$ cat src/rtl/page_table_walker.sv
`default_nettype none
// ============================================================================
//  Module      : page_table_walker
//  Description : Two-level 386 page-table walker. Fetches PDE and PTE over a
//                single-outstanding read port, checks present and user/write
//                protection, and returns a physical address or a page fault.
//                A fault also writes the faulting linear address into CR2.
//  Revision    : 1.0 - initial release
// ============================================================================
module page_table_walker (
  input  logic        clock,
  input  logic        reset,
  input  logic        PG,
  input  logic [19:0] page_directory_base,
  input  logic        request_valid,
  output logic        request_ready,
  input  logic [31:0] request_linear_address,
  input  logic        request_write,
  input  logic        request_user,
  output logic        memory_read_valid,
  input  logic        memory_read_ready,
  output logic [31:0] memory_read_address,
  input  logic        memory_data_valid,
  input  logic [31:0] memory_data,
  output logic        response_valid,
  input  logic        response_ready,
  output logic [31:0] response_physical_address,
  output logic        response_fault,
  output logic [2:0]  response_error_code,
  output logic        cr_write_enable,
  output logic [2:0]  cr_write_index,
  output logic [31:0] cr_write_data
);

  typedef enum logic [2:0] {
    IDLE     = 3'd0,
    PDE_REQ  = 3'd1,
    PDE_WAIT = 3'd2,
    PTE_REQ  = 3'd3,
    PTE_WAIT = 3'd4,
    RESPOND  = 3'd5
  } state_t;

  state_t      state_q, state_d;
  logic [31:0] lin_q, lin_d;
  logic        write_q, write_d;
  logic        user_q, user_d;
  logic [19:0] pdb_q, pdb_d;
  logic [19:0] pde_base_q, pde_base_d;
  logic        pde_user_q, pde_user_d;
  logic        pde_rw_q, pde_rw_d;
  logic [31:0] phys_q, phys_d;
  logic        fault_q, fault_d;
  logic [2:0]  err_q, err_d;
  logic        cr_we_q, cr_we_d;

  logic        take_fault;
  logic        fault_present;
  logic        eff_user;
  logic        eff_rw;

  // Entry bits between the present/RW/US flags and the frame number carry
  // Accessed/Dirty/AVL information this walker never consumes.
  logic        unused_entry_bits;
  assign unused_entry_bits = ^memory_data[11:3];

  // Combined user/write permission of the PDE already latched and the PTE on the bus.
  assign eff_user = pde_user_q & memory_data[2];
  assign eff_rw   = pde_rw_q   & memory_data[1];

  // Next-state and datapath updates for the walk.
  always_comb begin
    state_d       = state_q;
    lin_d         = lin_q;
    write_d       = write_q;
    user_d        = user_q;
    pdb_d         = pdb_q;
    pde_base_d    = pde_base_q;
    pde_user_d    = pde_user_q;
    pde_rw_d      = pde_rw_q;
    phys_d        = phys_q;
    fault_d       = fault_q;
    err_d         = err_q;
    cr_we_d       = 1'b0;
    take_fault    = 1'b0;
    fault_present = 1'b0;

    case (state_q)
      IDLE: begin
        if (request_valid) begin
          lin_d   = request_linear_address;
          write_d = request_write;
          user_d  = request_user;
          pdb_d   = page_directory_base;
          if (PG) begin
            state_d = PDE_REQ;
          end else begin
            phys_d  = request_linear_address;
            fault_d = 1'b0;
            err_d   = 3'd0;
            state_d = RESPOND;
          end
        end
      end
      PDE_REQ: begin
        if (memory_read_ready) state_d = PDE_WAIT;
      end
      PDE_WAIT: begin
        if (memory_data_valid) begin
          if (!memory_data[0]) begin
            take_fault = 1'b1;
          end else begin
            pde_base_d = memory_data[31:12];
            pde_user_d = memory_data[2];
            pde_rw_d   = memory_data[1];
            state_d    = PTE_REQ;
          end
        end
      end
      PTE_REQ: begin
        if (memory_read_ready) state_d = PTE_WAIT;
      end
      PTE_WAIT: begin
        if (memory_data_valid) begin
          if (!memory_data[0]) begin
            take_fault = 1'b1;
          end else if (user_q && (!eff_user || (write_q && !eff_rw))) begin
            take_fault    = 1'b1;
            fault_present = 1'b1;
          end else begin
            phys_d  = {memory_data[31:12], lin_q[11:0]};
            fault_d = 1'b0;
            err_d   = 3'd0;
            state_d = RESPOND;
          end
        end
      end
      RESPOND: begin
        if (response_ready) state_d = IDLE;
      end
      default: state_d = IDLE;
    endcase

    // Common fault exit: error code, zero address and a one-shot CR2 write.
    if (take_fault) begin
      phys_d  = 32'd0;
      fault_d = 1'b1;
      err_d   = {user_q, write_q, fault_present};
      cr_we_d = 1'b1;
      state_d = RESPOND;
    end
  end

  // State and datapath registers with synchronous reset.
  always_ff @(posedge clock) begin
    if (reset) begin
      state_q    <= IDLE;
      lin_q      <= 32'd0;
      write_q    <= 1'b0;
      user_q     <= 1'b0;
      pdb_q      <= 20'd0;
      pde_base_q <= 20'd0;
      pde_user_q <= 1'b0;
      pde_rw_q   <= 1'b0;
      phys_q     <= 32'd0;
      fault_q    <= 1'b0;
      err_q      <= 3'd0;
      cr_we_q    <= 1'b0;
    end else begin
      state_q    <= state_d;
      lin_q      <= lin_d;
      write_q    <= write_d;
      user_q     <= user_d;
      pdb_q      <= pdb_d;
      pde_base_q <= pde_base_d;
      pde_user_q <= pde_user_d;
      pde_rw_q   <= pde_rw_d;
      phys_q     <= phys_d;
      fault_q    <= fault_d;
      err_q      <= err_d;
      cr_we_q    <= cr_we_d;
    end
  end

  // Output decode: fields are forced to zero whenever their valid is low.
  always_comb begin
    request_ready             = (state_q == IDLE);
    memory_read_valid         = (state_q == PDE_REQ) || (state_q == PTE_REQ);
    memory_read_address       = 32'd0;
    if (state_q == PDE_REQ) memory_read_address = {pdb_q, lin_q[31:22], 2'b00};
    if (state_q == PTE_REQ) memory_read_address = {pde_base_q, lin_q[21:12], 2'b00};
    response_valid            = (state_q == RESPOND);
    response_physical_address = response_valid ? phys_q : 32'd0;
    response_fault            = response_valid & fault_q;
    response_error_code       = response_valid ? err_q : 3'd0;
    cr_write_enable           = cr_we_q;
    cr_write_index            = cr_we_q ? 3'd2 : 3'd0;
    cr_write_data             = cr_we_q ? lin_q : 32'd0;
  end

endmodule
`default_nettype wire

$ cat config.mk
export PLATFORM = sky130hd
export DESIGN_NAME = page_table_walker
export DESIGN_NICKNAME = d
export VERILOG_FILES = /design/src/rtl/page_table_walker.sv
export SDC_FILE = /design/constraint.sdc
export NUM_CORES = 1
export LEC_CHECK = 0
export BUFFER_PORTS_ARGS = -buffer_cell sky130_fd_sc_hd__buf_4
export CORE_MARGIN = 2
export CORE_UTILIZATION = 30
export CTS_CLUSTER_SIZE = 20
export DETAILED_ROUTE_END_ITERATION = 8
export SETUP_SLACK_MARGIN = 0.1
export SLEW_MARGIN = 15
export SYNTH_ARGS = -nofsm -noshare
export SYNTH_HDL_FRONTEND = slang
export SYNTH_SLANG_ARGS = --single-unit
$ cat constraint.sdc
create_clock -name clock -period 2.24 [get_ports clock]
set_input_delay 0.336 -clock clock [delete_from_list [all_inputs] [get_ports clock]]
set_output_delay 0.336 -clock clock [all_outputs]
set_load 0.03 [all_outputs]
==> summary.txt, run 1 <==
Critical path
  • Critical path arrival: between 1.5 and 2 ns
  • Required @ worst endpoint: 1.90 ns
  • Worst reg2reg startpoint: state_q[2]
  • CP max stage cell: dfxtp_2
  • CP peak stage delay: roughly 0.50 ns
  • CP Capture Type: output port
  • CP startpoint: state_q[1]
  • Kind of cell adding the most delay to the critical path: flip-flops
  • CP Max Fanout: 20
  • Startpoint Class: flip-flop
  • Buf/Inv on CP: 2
  • Cell Chain, Critical Path: buf_8 -> mux2i_1 -> nor2_1 -> buf_4
  • Crit Path Category: reg2out

Yosys
  • Yosys warns: 0
  • Post-synth ARST share: 0
  • Ys flop type: dfxtp_1
  • Register bit total from synthesis: roughly 120
  • Syn Inst Count: just under 700
  • Mapped Area: approximately 0.0055 sq mm
  • EDFF count, synth: 0
  • Cell variety after synth: 33
  • Mapped Avg Cell Area: 8.02 sq um
  • Sequential area share after synthesis: 0.420

Finish
  • Layout area overhead: 39.8%
  • Commonest cells after routing, fill and taps aside: buf_4, nand2_1, a21oi_1
  • Commonest non-fill, non-tap cell in the layout: buf_4
  • Number of diodes: 0
  • Layout Cells excl Fill: roughly 1100
  • Layout cells sized above 1: 0.286
  • Core Util, Final: 0.429
  • Final nets: ~950
  • Fill count: 1938

Timing
  • Hold Violations, Final: 0
  • Final Cycle Share: 0.898
  • Final setup margin: ~0.23 ns
  • Fin Clk Skew: 0.0141 ns
  • Unrepaired setup endpoints after global routing: no
  • Fmax: around 500 MHz
  • Worst slew pin tran: ~0.86 ns
  • Sum Neg Setup Slack: 0 ns
  • Tmin final: between 2 and 2.5 ns
  • Slew headroom: 0.428
  • Final slew viol count: 0
  • Setup-failing EPs final: 0

Floorplanning
  • Die Width: between 100 and 150 microns
  • Rows: ~50
  • Die Span Y: between 100 and 150 microns
  • Core area: 0.0180 sq mm
  • # IOs: 200
  • Die area: 0.0195 sq mm
  • Initial core utilization: 0.307

Run status
  • Status: finished clean

Job
  • Maxcap violations: 0

Clock network
  • CTS buffer count: 17
  • CTS tree: yes
  • H-tree Lvls: 4
  • Clk slew on worst S/H paths: 0.05 ns
  • Root Buffer: clkbuf_16
  • Clock Latency Late Sink: 0.41 ns
  • Clk buf depth: 2
  • Clk sinks: ~120

Placement
  • IO buf count: 186
  • Worst slack, placed: approximately 0.29 ns
  • Placed Instances: roughly 1100
  • DPL Wire Length: 12900 microns
  • Placer Congestion: approximately 0.8

Power and ir drop
  • Final Total Pwr: roughly 8.5 mW
  • Cell leakage power: ~3.1 nW
  • Clock Power Share: 0.306
  • Sw Pwr: 3.09 mW
  • IR drop worst, VDD: 620 uV
  • Part of the power in registers: 0.333
  • Sw frac: 0.364
  • Gate power share: 0.361
  • Internal power: between 5 and 6 mW
  • PwrDens: around 1100 mW/mm^2

Routing
  • DR WL/cell: about 17 microns
  • Via density: a little under 5
  • Starting DRT DRC Count: 164
  • Routed WL: roughly 19000 microns
  • Final ANT Viol Nets: 0
  • Drt pass-1 iters: 4
  • Via Count: approximately 5300
  • DRC violations left: 0

Worst hold path
  • Worst hold path type: in2reg
  • HP Start: request_user

Global route
  • Remaining global-route overflow: 0
  • Largest net degree at the start of global routing: just under 60
  • Global-route wire length before repair: between 20000 and 30000 microns
  • GR Util All Layers: 0.189
  • Vias in the first global route: between 5000 and 6000
  • Initial antenna violation count: 0
[tightest hold or removal path, stage by stage]
cell,delay [ns]
buf_4,0.11
nand2_1,0.04
a21oi_1,0.05
[power by group through the flow]
| stage | registers [mW] | clock network (mW) | logic, mW |
|---|---|---|---|
| after CTS | 2.83 | 2.66 | 3.11 |
| after detailed placement | 2.86 | 0 | 3.09 |
| after floorplan | 2.74 | 0 | 2.19 |
| after global routing | 2.89 | 2.75 | 3.36 |
| final | 2.83 | 2.60 | 3.07 |
| after global placement | 2.85 | 0 | 3.06 |
[cells in the mapped netlist (all sizes together), types with 3 or more instances]
library cell | count | share of area
a211oi | 33 | 0.047
clkbuf | 33 | 0.022
mux2i | 62 | 0.11
nand2b | 3 | 0.0034
or3 | 3 | 0.0034
dfxtp | 116 | 0.42
inv | 4 | 0.0027
nand2 | 160 | 0.11
a41o | 3 | 0.0054
buf | 30 | 0.036
a21oi | 114 | 0.10
nand3 | 3 | 0.0027
and2 | 71 | 0.080
nor2 | 33 | 0.022
nor3 | 4 | 0.0036
[routing by layer]
layer	track usage	wire length, microns
met5	0	0
met4	0.0400	99
met3	0.0471	912
met2	0.310	8970
met1	0.253	8640
[metrics by stage]
stage | area, sq um | hold WS (ns)
floorplan | 5550 | 0.432
global placement | 7140 | 0.441
detailed placement | 7140 | 0.445
CTS | 7720 | 0.152
global route | 7730 | 0.154
finish | 7730 | 0.171
[path summary, 6_finish.rpt]
| check | depth (start not counted) | slack (ns) | endpoint |
|---|---|---|---|
| hold reg to reg | 2 | 0.45 | pdb_q[6] |
| setup reg to reg | 5 | 0.35 | pde_base_q[13] |
| hold / removal | 3 | 0.17 | user_q |
| setup / recovery | 4 | 0.23 | memory_read_address[19] |
[layout make-up]
type,count,area (sq um),area share
Timing Repair Buffer,207,1620,0.209
Sequential cell,116,2330,0.301
Tap cell,229,287,0.0370
Clock buffer,26,519,0.0671
Inverter,4,15.0,0.00194
Multi-Input combinational cell,510,2930,0.378
Clock inverter,4,45.0,0.00582
[flip-flops by register name (all words and copies together) (netlist names)]
register,cells
lin_q,32
phys_q,32
pdb_q,20
pde_base_q,20
err_q,3
state_q,3
cr_write_enable,1
fault_q,1
pde_rw_q,1
pde_user_q,1
user_q,1
write_q,1
[what timing repair did]
| item | in CTS | in global routing |
|---|---|---|
| setup endpoints to repair | 36 | 6 |
| setup buffers | 0 | 1 |
| gates resized for setup | 4 | 2 |
| gates cloned | 0 | 0 |
| pin swaps | 0 | 1 |
| hold buffers | 0 | 0 |
[cell families (layout without fill, tap and decap cells)]
logic type / after synthesis / after routing / synth area share
AND/OR/NAND/NOR: 282 / 282 / 0.231
buffers and inverters: 67 / 241 / 0.0613
adder cells (fa/ha/maj): 1 / 1 / 0.00181
multiplexers: 64 / 64 / 0.116
flip-flops: 116 / 116 / 0.420
AO/OA/AOI/OAI: 157 / 157 / 0.166
XOR/XNOR: 2 / 2 / 0.00317
other: 1 / 4 / 0.000678
Note: power is estimated with default switching activity, not from simulation.
==> inputs of run 2 (changes only) <==
- MAX_ROUTING_LAYER: not set -> met4
==> run 2 against run 1 <==
Compared with the run above:
- maximum frequency is 0.21% higher
- sequential share of layout area is the same
- worst setup slack improved by 0.0042 ns
- core utilization unchanged
- routed wire length fell by 0.24%
- largest power group unchanged
- highest routed layer unchanged
==> summary.txt, run 2 (synthesis results as in run 1) <==
Critical path
  • CP Capture Type: output port
  • Worst R2R Path Depth: 5
  • Reg-to-reg slack, setup: 0.36 ns
  • Worst reg2reg startpoint: state_q[2]
  • Reg2reg end: pde_base_q[13]
  • Required @ worst endpoint: about 1.9 ns
  • CP Max Fanout: 20
  • Startpoint Class: flip-flop
  • CP peak stage delay: roughly 0.50 ns
  • Cell Chain, Critical Path: buf_8 -> mux2i_1 -> nor2_1 -> buf_4
  • Levels on crit path: 4
  • Buf/Inv on CP: 2
  • Critical path arrival: between 1.5 and 2 ns
  • Kind of cell adding the most delay to the critical path: flip-flops
  • Crit Path Category: reg2out
  • CP max stage cell: dfxtp_2
  • CP startpoint: state_q[1]
  • Worst setup path end: memory_read_address[19]

Floorplanning
  • Rows: 49
  • # IOs: 200
  • Core area: approximately 0.018 sq mm
  • Die Width: around 140 microns
  • Initial core utilization: 0.307
  • Die area: ~0.020 sq mm
  • Die Span Y: about 140 microns

Global route
  • Largest net degree at the start of global routing: between 50 and 60
  • Vias in the first global route: approximately 5000
  • Remaining global-route overflow: 0
  • Initial antenna violation count: 0
  • Global-route wire length before repair: 28900 microns
  • GR Util All Layers: 0.195

Clock network
  • Clock Latency Late Sink: just over 0.4 ns
  • Clk slew on worst S/H paths: about 0.05 ns
  • Root Buffer: clkbuf_16
  • Clk buf depth: 2
  • CTS tree: yes
  • CTS buffer count: 17
  • H-tree Lvls: 4
  • Clk sinks: roughly 120

Routing
  • DRC violations left: 0
  • Drt pass-1 iters: 4
  • Via Count: roughly 5200
  • Routed WL: 18600 microns
  • Via density: 4.79
  • Final ANT Viol Nets: 0
  • DR WL/cell: about 17 microns
  • Starting DRT DRC Count: 150

Timing
  • Final Cycle Share: 0.896
  • Worst slew pin tran: between 0.8 and 0.9 ns
  • Unrepaired setup endpoints after global routing: no
  • Tmin final: between 2 and 2.5 ns
  • Sum Neg Setup Slack: 0 ns
  • Fin Clk Skew: ~0.012 ns
  • Final setup margin: 0.233 ns
  • Fmax: ~500 MHz
  • WHS: approximately 0.17 ns
  • Hold Violations, Final: 0
  • Slew headroom: 0.443
  • Setup-failing EPs final: 0
  • Final slew viol count: 0

Finish
  • Commonest cells after routing, fill and taps aside: buf_4, nand2_1, a21oi_1
  • Final nets: roughly 950
  • Core Util, Final: 0.429
  • Layout area overhead: 39.8%
  • Largest regs: lin_q (32), phys_q (32)
  • Fin area: slightly below 0.008 sq mm
  • Layout Cells excl Fill: about 1100
  • Layout cells sized above 1: 0.286
  • Commonest non-fill, non-tap cell in the layout: buf_4
  • Number of diodes: 0

Worst hold path
  • Worst hold path type: in2reg

Run status
  • Status: finished clean

Power and ir drop
  • IR drop worst, VDD: slightly above 600 uV
  • PwrDens: 1100 mW/mm^2
  • Cell leakage power: 3.15 nW
  • Final Total Pwr: approximately 8.5 mW

Placement
  • IO buf count: roughly 190
  • Placer Congestion: around 0.81
  • Worst slack, placed: ~0.29 ns
  • Placed Instances: approximately 1100
  • DPL Wire Length: approximately 13000 microns
  • DP Area: between 0.007 and 0.008 sq mm

Job
  • Maxcap violations: 0
==> run 2: worst reg2reg max path, stage by stage (launching register included) <==
cell	delay, ns
dfxtp_2	0.37
buf_4	0.18
nand2b_1	0.18
or3_1	0.73
nand2_1	0.20
a21oi_1	0.08
==> run 2: repair_timing <==
action / 4_1_cts / 5_1_grt
setup endpoints to repair: 36 / 6
pin swaps: 0 / 1
buffers inserted: 0 / 1
cloned: 0 / 0
gates resized for setup: 4 / 2
hold buffers: 0 / 0
==> run 2: how the worst min path moves through the flow <==
stage,to,depth (start not counted),startpoint
after global placement,pdb_q[7],2,pdb_q[7]
after floorplan,fault_q,2,fault_q
after detailed placement,fault_q,2,fault_q
after global routing,pdb_q[13],3,page_directory_base[13]
after CTS,pdb_q[14],3,page_directory_base[14]
final,user_q,3,request_user
==> run 2: power by group <==
group | internal (mW) | switching (mW)
Combinational | 1.20 | 1.87
Clock | 1.68 | 0.915
Sequential | 2.52 | 0.306
Total | 5.41 | 3.09
==> run 2: layout make-up <==
| cell class | count | area, sq um |
|---|---|---|
| clock buffers | 26 | 519 |
| clock inverters | 4 | 45.0 |
| fillers | 1938 | 10300 |
| inverters | 4 | 15.0 |
| multi-input cells | 510 | 2930 |
| flip-flops and latches | 116 | 2330 |
| well taps | 229 | 287 |
| repair buffers | 207 | 1620 |
==> run 2: per-layer routing <==
metal / routed length, microns / GRT usage / up-vias
met5: 0 / - / -
met4: 114 / 0.0400 / 0
met3: 810 / 0.0454 / 7
met2: 8820 / 0.307 / 132
met1: 8830 / 0.256 / 2461
li1: - / - / 2649
